<file path="config.mk">
export PLATFORM = sky130hd
export DESIGN_NAME = seven_seg_scanner
export DESIGN_NICKNAME = d
export VERILOG_FILES = /design/src/rtl/seven_seg_scanner.sv
export SDC_FILE = /design/constraint.sdc
export NUM_CORES = 1
export LEC_CHECK = 0
export ABC_AREA = 1
export CAP_MARGIN = 20
export CORE_UTILIZATION = 25
export DETAILED_ROUTE_END_ITERATION = 8
export GPL_TIMING_DRIVEN = 0
export PLACE_DENSITY = 0.51
export SYNTH_ARGS = -nofsm -noshare
export SYNTH_HDL_FRONTEND = slang
export SYNTH_SLANG_ARGS = --single-unit
</file>
<file path="constraint.sdc">
create_clock -name clock -period 2.63 [get_ports clock]
set_clock_uncertainty 0.2 [all_clocks]
set_input_delay 0.3945 -clock clock [delete_from_list [all_inputs] [get_ports clock]]
set_output_delay 0.3945 -clock clock [all_outputs]
set_load 0.03 [all_outputs]
</file>
<file path="src/rtl/seven_seg_scanner.sv">
// Four-digit, common-anode, time-multiplexed 7-segment scanner.
// It shows a 4-character window of a fixed 16-character message, with blanking dead-time before each digit.
module seven_seg_scanner #(
  parameter int          REFRESH_DIV  = 50000,
  parameter int          BLANK_CYCLES = 500,
  parameter logic [63:0] MESSAGE      = 64'h0123456789ABCDEF
) (
  input  logic       clock,
  input  logic       reset,
  input  logic [2:0] address,
  output logic [3:0] an,
  output logic [6:0] seg,
  output logic       dp,
  output logic       frame_start
);

  localparam int            CW       = $clog2(REFRESH_DIV);
  localparam logic [CW-1:0] CNT_LAST = CW'(REFRESH_DIV - 1);

  typedef enum logic {
    PH_BLANK,
    PH_DRIVE
  } phase_e;

  logic [CW-1:0] cnt_q,   cnt_d;
  logic [1:0]    digit_q, digit_d;
  logic [2:0]    addr_q,  addr_d;
  logic [3:0]    an_q,    an_d;
  logic [6:0]    seg_q,   seg_d;
  logic          fs_q,    fs_d;

  logic          in_blank;
  phase_e        phase;
  logic [3:0]    char_idx;
  logic [3:0]    char_code;

  function automatic logic [6:0] decode_hex(input logic [3:0] code);
    logic [6:0] glyph;
    case (code)
      4'h0:    glyph = 7'h40;
      4'h1:    glyph = 7'h79;
      4'h2:    glyph = 7'h24;
      4'h3:    glyph = 7'h30;
      4'h4:    glyph = 7'h19;
      4'h5:    glyph = 7'h12;
      4'h6:    glyph = 7'h02;
      4'h7:    glyph = 7'h78;
      4'h8:    glyph = 7'h00;
      4'h9:    glyph = 7'h10;
      4'hA:    glyph = 7'h08;
      4'hB:    glyph = 7'h03;
      4'hC:    glyph = 7'h46;
      4'hD:    glyph = 7'h21;
      4'hE:    glyph = 7'h06;
      default: glyph = 7'h0E;
    endcase
    return glyph;
  endfunction

  // Character 0 is the most significant nibble of MESSAGE.
  function automatic logic [3:0] char_at(input logic [3:0] k);
    logic [3:0] c;
    c = '0;
    for (int i = 0; i < 16; i++) begin
      if (k == 4'(i)) c = MESSAGE[63 - 4*i -: 4];
    end
    return c;
  endfunction

  // A zero-length dead-time must not produce a compare against zero on an unsigned counter.
  generate
    if (BLANK_CYCLES == 0) begin : g_no_blank
      assign in_blank = 1'b0;
    end else begin : g_blank
      assign in_blank = (cnt_q < CW'(BLANK_CYCLES));
    end
  endgenerate

  assign phase     = in_blank ? PH_BLANK : PH_DRIVE;
  assign char_idx  = {addr_q, 1'b0} + {2'b00, digit_q};
  assign char_code = char_at(char_idx);

  always_comb begin
    // NOTE: every signal gets a default first so no path leaves it unassigned (no latch).
    cnt_d   = cnt_q + CW'(1);
    digit_d = digit_q;
    addr_d  = addr_q;
    an_d    = 4'hF;
    seg_d   = 7'h7F;
    fs_d    = (cnt_q == '0) && (digit_q == 2'd0);

    if (cnt_q == CNT_LAST) begin
      cnt_d   = '0;
      digit_d = digit_q + 2'd1;
      // The window changes only at the end of a frame, so a frame never mixes two windows.
      if (digit_q == 2'd3) addr_d = address;
    end

    if (phase == PH_DRIVE) begin
      an_d  = ~(4'b1000 >> digit_q);
      seg_d = decode_hex(char_code);
    end
  end

  // NOTE: all state and output registers have an asynchronous reset, so the display blanks the moment reset rises.
  always_ff @(posedge clock or posedge reset) begin
    if (reset) begin
      cnt_q   <= '0;
      digit_q <= 2'd0;
      addr_q  <= 3'd0;
      an_q    <= 4'hF;
      seg_q   <= 7'h7F;
      fs_q    <= 1'b0;
    end else begin
      // NOTE: non-blocking assignments, so every register samples pre-edge values.
      cnt_q   <= cnt_d;
      digit_q <= digit_d;
      addr_q  <= addr_d;
      an_q    <= an_d;
      seg_q   <= seg_d;
      fs_q    <= fs_d;
    end
  end

  assign an          = an_q;
  assign seg         = seg_q;
  assign dp          = 1'b1;
  assign frame_start = fs_q;

endmodule

</file>
Word-level counts from Yosys, hierarchy flattened
Memories as Yosys holds them, arrays and structs flattened. Index checks and enable logic that the tools add are counted.

Magnitude comparators: 1. $add $sub $neg: 3. Bitwise logic cells: 1. Reductions and logical operators: 4. Shifts and indexed selects: 1. Equal/unequal tests: 17. Muxes and demuxes: 18.

Operators by type and width (count): 4-bit 2-to-1 mux (14); 4-bit == test (second input constant) (8); 16-bit by 1-bit adder with 16-bit output (second input constant) (1); 16-bit == test (second input constant) (1); 4-bit by 3-bit == test with 1-bit output (second input constant) (4); 16-bit logical NOT (1); 16-bit by 9-bit less-than comparator with 1-bit output (second input constant) (1); 16-bit 2-to-1 mux (1); 4-bit by 2-bit == test with 1-bit output (second input constant) (2); 7-bit 2-to-1 mux (1); 4-bit by 2-bit adder with 4-bit output (1); 4-bit by 1-bit == test with 1-bit output (second input constant) (1); 4-bit NOT (1); 4-bit by 2-bit >> shifter with 4-bit output (first input constant) (1); 2-bit by 1-bit adder with 2-bit output (second input constant) (1); 2-bit == test (second input constant) (1); 2-bit logical NOT (1); 2-bit 2-to-1 mux (1); 2-bit AND reduction (1); 1-bit logical AND (1); 1-bit 2-to-1 mux (1).

Bits in read-only memories: 112. Memories kept: 1. Word-level logic and storage cells: 52. Flip-flop bits (word level): 33. Output and inout port bits: 13. Input bits: 5.

Memories: (name not given) (depth 16, bits a word 7, rd ports 1, clocked after memory_dff 0, write ports 0, line 39) `case (code)`.

Logic depth before layout (Yosys ltp)
Gate-level depths: netlist of run 1. An unclocked memory read counts as a cell.

Depth after elaboration: 19. Depth in mapped cells: 10. Gate-level depth less buffers: 10.

Least setup slack after synthesis of run 1
OpenSTA, ideal clock, no wires.

Kind: reg2reg. Start point: register digit_q[1]. End point: register seg_q[4], in the netlist seg[4]. Setup slack: 643 ps. Stages on the path, launching flop included: 9. Required time: 2349 ps. Period minus slack after synthesis: 1987 ps. Data arrival time: 1706 ps. Cells stage by stage: dfrtp_1 > ha_1 > inv_1 > ha_1 > nor2_1 > nand2_2 > nand2_1 > nand2_1 > o211ai_1.

Longest elaborated chain between the ends: 19. Elaborated cells between the ends (all ways): 33.

Ends and longest elaborated chain: from (decl) (line 26) `logic [1:0] digit_q, digit_d;`; from (signal assigned) (line 117) `digit_q <= digit_d;`; 4-bit by 2-bit adder with 4-bit output * (line 80) `assign char_idx = {addr_q, 1'b0} + {2'b00, digit_q};`; 4-bit by 1-bit == test with 1-bit output (line 65) `if (k == 4'(i)) c = MESSAGE[63 - 4*i -: 4];`; 1-bit 2-to-1 mux (line 65); 2-bit 2-to-1 mux (line 65); 4-bit 2-to-1 mux (12 in a row) (line 65); 4-bit 2-to-1 mux * (line 65); memory read 16 x 7 bit *; 7-bit 2-to-1 mux * (line 99) `if (phase == PH_DRIVE) begin`; named net seg_d[4] (line 29) `logic [6:0] seg_q, seg_d;`; to (signal assigned) (line 120) `seg_q <= seg_d;`; to (decl) (line 29).

The timed path passes the listed nets; every way through them passes the cells marked *. A chain may end at the register's enable or synchronous reset.

Final worst setup path of run 1
Ends and elaborated chain as after synthesis.

==> results of run 1 <==
-- state kept, by name (all words and copies together), names as in the netlist --
register / count
addr_q: 3
an: 4
cnt_q: 16
digit_q: 2
frame_start: 1
seg: 7
-- where the power goes --
group          switching [mW]  leakage (nW)  internal [mW]
clock network           0.203        0.0543          0.283
logic                  0.0131         0.625         0.0104
registers                   0         0.393          0.508
-- how the worst max path moves through the flow --
stage,depth (start not counted),from,slack [ns],endpoint
after floorplan,8,digit_q[1],0.64,seg[4]
after global placement,10,digit_q[1],0.41,seg[3]
after detailed placement,8,digit_q[1],0.40,seg[4]
after CTS,8,digit_q[1],0.38,seg[4]
after global routing,8,digit_q[1],0.16,seg[4]
final,8,digit_q[1],0.41,seg[4]
-- per-stage QoR --
| stage | utilization, % | hold slack [ns] | total power, mW | instance area [um^2] | setup slack (ns) |
|---|---|---|---|---|---|
| floorplan | - | 0.2459 | 0.5275 | 1972 | 0.6428 |
| global placement | 29.39 | 0.2716 | 0.5367 | 2260 | 0.4124 |
| detailed placement | 29.75 | 0.2726 | 0.5421 | 2287 | 0.4028 |
| CTS | 31.25 | 0.2921 | 1.036 | 2402 | 0.3774 |
| global route | 31.25 | 0.3339 | 1.060 | 2402 | 0.1608 |
| finish | 31.25 | 0.2865 | 1.018 | 2402 | 0.4051 |
-- critical path, stage by stage, from the launching register on --
cell	delay, ns
dfrtp_1	0.41
ha_1	0.39
inv_1	0.13
ha_1	0.23
nor2_1	0.13
nand2_2	0.11
nand2_1	0.22
nand2_1	0.13
o211ai_1	0.19
-- Yosys cell counts (2+ instances only) --
cell type and number:
nor2_4 3, dfrtp_1 22, nand4_1 7, nand3_1 19, ha_1 16, nor2_1 38
o21ai_0 5, nand3_2 5, xor2_1 9, nor2_2 2, inv_1 27, nand2_2 5
dfstp_2 11, buf_4 2, nand2_1 62
-- area by class of cell --
class                   count  area, um^2  area share (%)
clock inverters             3       46.29           1.927
plain buffers               4       31.28           1.302
multi-input cells         179       996.0           41.46
flip-flops and latches     33       839.6           34.95
inverters                  28       105.1           4.375
repair buffers             17       187.7           7.813
clock buffers               5       68.82           2.865
well taps                 102       127.6           5.312
-- cell families (layout without fill, tap and decap cells) --
group	count (synthesis)	after routing	share of synthesized area, %
XOR/XNOR	10	10	4.442
AND/OR/NAND/NOR	143	143	33.12
AO/OA/AOI/OAI	9	9	2.601
adder cells (fa/ha/maj)	16	16	10.15
flip-flops	33	33	42.58
other	1	1	0.1902
buffers and inverters	32	57	6.916
-- routing by layer --
layer  up-vias  GRT usage (%)  part of all wire [%]  wire (um)
met4         0          4.630                   1.4         55
met2        26          18.69                    49       1900
met3         6          2.778                   3.2        122
li1        807              -                     -          -
met1       714          12.26                    46       1770
met5         -              0                     0          0
==> impl_metrics.toml, run 1 <==
[run_status]
status = "completed"

[synth]
ys_ff_latch = 33
yosysSeqAreaShare_pct = 42.58
yosys.area.top_type_share_pct = 27.92
mappedNetlistArea_um2 = 1972
avgSynthCellArea_um2 = 8.082
synth_fp_nets = 265
synthTopCellsByArea = "dfrtp_1 28%, dfstp_2 15%, nand2_1 12%"
synth_enable_flop_cells = 0
netlist.top_cell.by_area = "dfrtp_1"
syn_inst = 244
async_flop_share_pct = 100.0
synthDistinctLibCells = 26
ys_dominant_reg_cell = "dfrtp_1"
yosys_warnings = 0

[layout]
area_growth_pct = 21.83
fillers = 828
antennaDiodeCount = 0
instances_no_fill = 371
final_common_cell = "nand2_1"
mostFrequentLayoutCells = "62 x nand2_1, 38 x nor2_1, 27 x inv_1, 22 x dfrtp_1, 19 x nand3_1"
fin_nets = 289
drive_gt1_share_pct = 15.24

[clock_network]
clk_path_buf_depth = 2
cts_num_sinks = 33
cts_root_buffer = "clkbuf_8"
cts_resized = 0
clock_latency_ns = 0.29
cts_tree = "built"
cts_setup_buffers = 0
cts_buffers = 5
path_clk_slew_ns = 0.08
hold_buffers = 0
ctsHtreeMaxLevel = 2

[routing]
routed-via-count = 1553
drc = 0
first_pass_iters = 4
vias_per_cell = 4.186
wl_per_cell_um = 10.37
drt_iter0_markers = 49
wirelength_um = 3848
ant_nets = 0

[floorplan]
io-pin-count = 18
die_h_um = 90.81
rows = 32
core-area_um2 = 7687
initial_core_util_pct = 25.65
dieArea_um2 = 8246
die_x_um = 90.81

[setup_path]
path_max_fanout = 8
worst-r2r-cell-count = 8
r2r-start = "digit_q[1]"
rrSetupSlack_ns = 0.41
start_kind = "flip-flop"
cp.arrival_ns = 2.24
required_ns = 2.64
endpoint_kind = "flip-flop"
worstSetupPathType = "flip-flop to flip-flop"
reg2reg_to = "seg[4]"

[grt]
grt_first_pass_wirelength_um = 7010
grt_remaining_overflow = 0
track_usage_pct = 10.69
antenna_found_initial = 0
grt_max_degree = 23
grt_pass1_vias = 1629

[timing]
tns_ns = 0
hold_viol = 0
period_needed_ns = 2.225
relSlewSlack_pct = 66.20
slew_violations = 0
rsz0062_at_grt = "no"
fmax_mhz = 449.5
fin_crit_sh_pct = 84.60
finalSetupViolCount = 0
tightest_slew_ns = 0.5064

[power_and_ir_drop]
power_density_nw_per_um2 = 423.8
leakage_nw = 1.073
ir_drop_mv = 0.1409

[placed_design]
hpwlAfterDp_um = 3002
io_buffer_count = 16
dp_cells = 363
routabilityCongestion = 0.8459

[hold_path]
hold_path_class = "flip-flop to flip-flop"
hold_path_depth = 2
hold_end = "addr_q[1]"
worstHoldStart = "addr_q[1]"

[run]
maxCapViolCount = 0
No activity file was read; power rests on OpenSTA's default activity.
==> run 2: changes to the inputs <==
--- a/config.mk
+++ b/config.mk
@@ -10,7 +10,7 @@
 export CORE_UTILIZATION = 25
 export DETAILED_ROUTE_END_ITERATION = 8
 export GPL_TIMING_DRIVEN = 0
-export PLACE_DENSITY = 0.51
+export PLACE_DENSITY = 0.53
 export SYNTH_ARGS = -nofsm -noshare
 export SYNTH_HDL_FRONTEND = slang
 export SYNTH_SLANG_ARGS = --single-unit
==> constraint.sdc (replaced) <==
create_clock -name clock -period 1.9 [get_ports clock]
set_clock_uncertainty 0.2 [all_clocks]
set_input_delay 0.285 -clock clock [delete_from_list [all_inputs] [get_ports clock]]
set_output_delay 0.285 -clock clock [all_outputs]
set_load 0.03 [all_outputs]
==> run 2 against run 1 <==
Compared with the run above: via count is 5.2% higher; clock power is 11% higher; global-route usage is 0.15 points higher; hold slack worse by 0.021 ns; clock-buffer cell count is 3 higher; cell count is 2.7% higher; register-to-register slack worse by 0.36 ns; non-clock buffer count is 9 higher; design area is 5.5% higher; critical path type unchanged; largest cell class unchanged.
==> impl_metrics.toml, run 2 (same netlist as run 1, synthesis figures left out) <==
[routing]
wl_per_cell_um = 10.93
ant_nets = 0
wirelength_um = 4165
drc = 0
first_pass_iters = 4
vias_per_cell = 4.289
drt_iter0_markers = 82
routed-via-count = 1634

[layout]
multi_input_area_um2 = 1092
largest_register = "cnt_q"
final_common_cell = "nand2_1"
area_growth_pct = 28.55
fin_nets = 299
largest_register_ffs = 16
fin_util_pct = 32.98
regArea_um2 = 843.3
drive_gt1_share_pct = 24.01
postLayoutCellArea_um2 = 2535
antennaDiodeCount = 0
mostFrequentLayoutCells = "59 x nand2_1, 34 x nor2_1, 24 x inv_1, 19 x nand3_1, 19 x dfrtp_1"
fillers = 826

[setup_path]
critPathBufInv = 2
rrSetupSlack_ns = 0.04
worst-r2r-cell-count = 10
worstSetupPathType = "flip-flop to flip-flop"
slowest_stage = "dfrtp_2"
path_max_fanout = 5
cp.arrival_ns = 1.86
max_stage_delay_ns = 0.43
cp_cell_sequence = "ha_4, inv_6, ha_4, nor2_4, nand2_4, buf_6, nand3_1, nand2_1, nand2_1, nand3_2"
endpoint_kind = "flip-flop"
crit_cells = 10
reg2reg_to = "seg[0]"
required_ns = 1.91
crit_family = "adder cells"
start_kind = "flip-flop"
r2r-start = "digit_q[1]"

[power_and_ir_drop]
leakage_nw = 1.092
power_density_nw_per_um2 = 503.1
ir_drop_mv = 0.2358
power_mw = 1.275

[clock_network]
cts_buffers = 5
clock_latency_ns = 0.29
ctsHtreeMaxLevel = 2
cts_tree = "built"
clk_path_buf_depth = 2
cts_num_sinks = 33
hold_buffers = 0
cts_root_buffer = "clkbuf_8"
path_clk_slew_ns = 0.07

[placed_design]
hpwlAfterDp_um = 2995
placedInstanceArea_um2 = 2292
io_buffer_count = 16
routabilityCongestion = 0.8189

[timing]
fin_crit_sh_pct = 97.65
finalSetupViolCount = 0
tightest_slew_ns = 0.8175
rsz0062_at_grt = "yes"
hold_viol = 0
relSlewSlack_pct = 45.44
slew_violations = 0
fmax_mhz = 539.0
whs_ns = 0.2653
period_needed_ns = 1.855

[grt]
track_usage_pct = 10.84
antenna_found_initial = 0
grt_remaining_overflow = 0
grt_max_degree = 22
grt_first_pass_wirelength_um = 7251
grt_pass1_vias = 1580

[floorplan]
die_h_um = 90.81
dieArea_um2 = 8246
initial_core_util_pct = 25.65
core-area_um2 = 7687
io-pin-count = 18
die_x_um = 90.81
rows = 32

[hold_path]
hold_path_class = "input port to asynchronous set/reset pin"

[run]
maxCapViolCount = 0

[run_status]
status = "completed"
-- run 2: changes by cell type in the layout (fill, tap and decap cells not counted), moves of 3 or more --
cell             previous run  this run
nand2_1                    62        59
inv_1                      27        24
nor2_1                     38        34
nor2_2                      2         5
dfrtp_2                     0         3
dfrtp_1                    22        19
dlygate4sd2_1               0        11
clkdlybuf4s50_1            16         5
nand2_4                     0         4
ha_1                       16        11
ha_4                        0         3
buf_4                       2         9
-- run 2: per-layer routing --
metal  vias to the layer above  GRT usage (%)  wire, um  share of wire (%)
met5                         -              0         0                  0
met4                         0          4.365        68                1.6
met3                         6          1.768       169                4.1
met2                        39          17.61      1908                 46
met1                       751          14.30      2019                 48
li1                        838              -         -                  -
-- run 2: final cells by class --
class	count	area share, %
multi-input cells	180	43.09
flip-flops and latches	33	33.27
repair buffers	26	9.329
well taps	102	5.035
inverters	28	4.492
clock buffers	8	3.554
plain buffers	4	1.234
-- run 2: how the worst max path moves through the flow --
stage | start | to | slack [ns]
detailed placement | digit_q[1] | seg[4] | -0.21
floorplan | digit_q[1] | seg[4] | 0.03
finish | digit_q[1] | seg[0] | 0.04
CTS | addr_q[0] | seg[4] | 0.02
global route | digit_q[1] | seg[3] | -0.03
global placement | digit_q[1] | seg[4] | -0.17
-- run 2: per-stage QoR --
stage	cells	TNS, ns	setup WS [ns]
after global routing	381	-0.07882	-0.03204
after floorplan	244	0	0.02705
after global placement	362	-2.486	-0.1692
after CTS	377	0	0.01653
after detailed placement	363	-1.076	-0.2084
final	381	0	0.04465
-- run 2: where the power goes --
part	internal, mW	total, mW	switching, mW
clock	0.295	0.542	0.247
combinational	0.0115	0.0295	0.0180
sequential	0.704	0.704	0
total	1.01	1.28	0.265
-- run 2: repair_timing --
action                     in CTS  in global routing
pin swaps                       4                  8
setup endpoints to repair      18                 18
gates resized for setup        26                 12
setup buffers                   6                  3
cloned                          0                  1
==> run 3: changes to the inputs <==
--- a/config.mk
+++ b/config.mk
@@ -8,6 +8,7 @@
 export ABC_AREA = 1
 export CAP_MARGIN = 20
 export CORE_UTILIZATION = 25
+export CTS_CLUSTER_DIAMETER = 120
 export DETAILED_ROUTE_END_ITERATION = 8
 export GPL_TIMING_DRIVEN = 0
 export PLACE_DENSITY = 0.53
==> results of run 3 <==
Same layout as run 2: the final DEF is identical, and so are final timing and power.
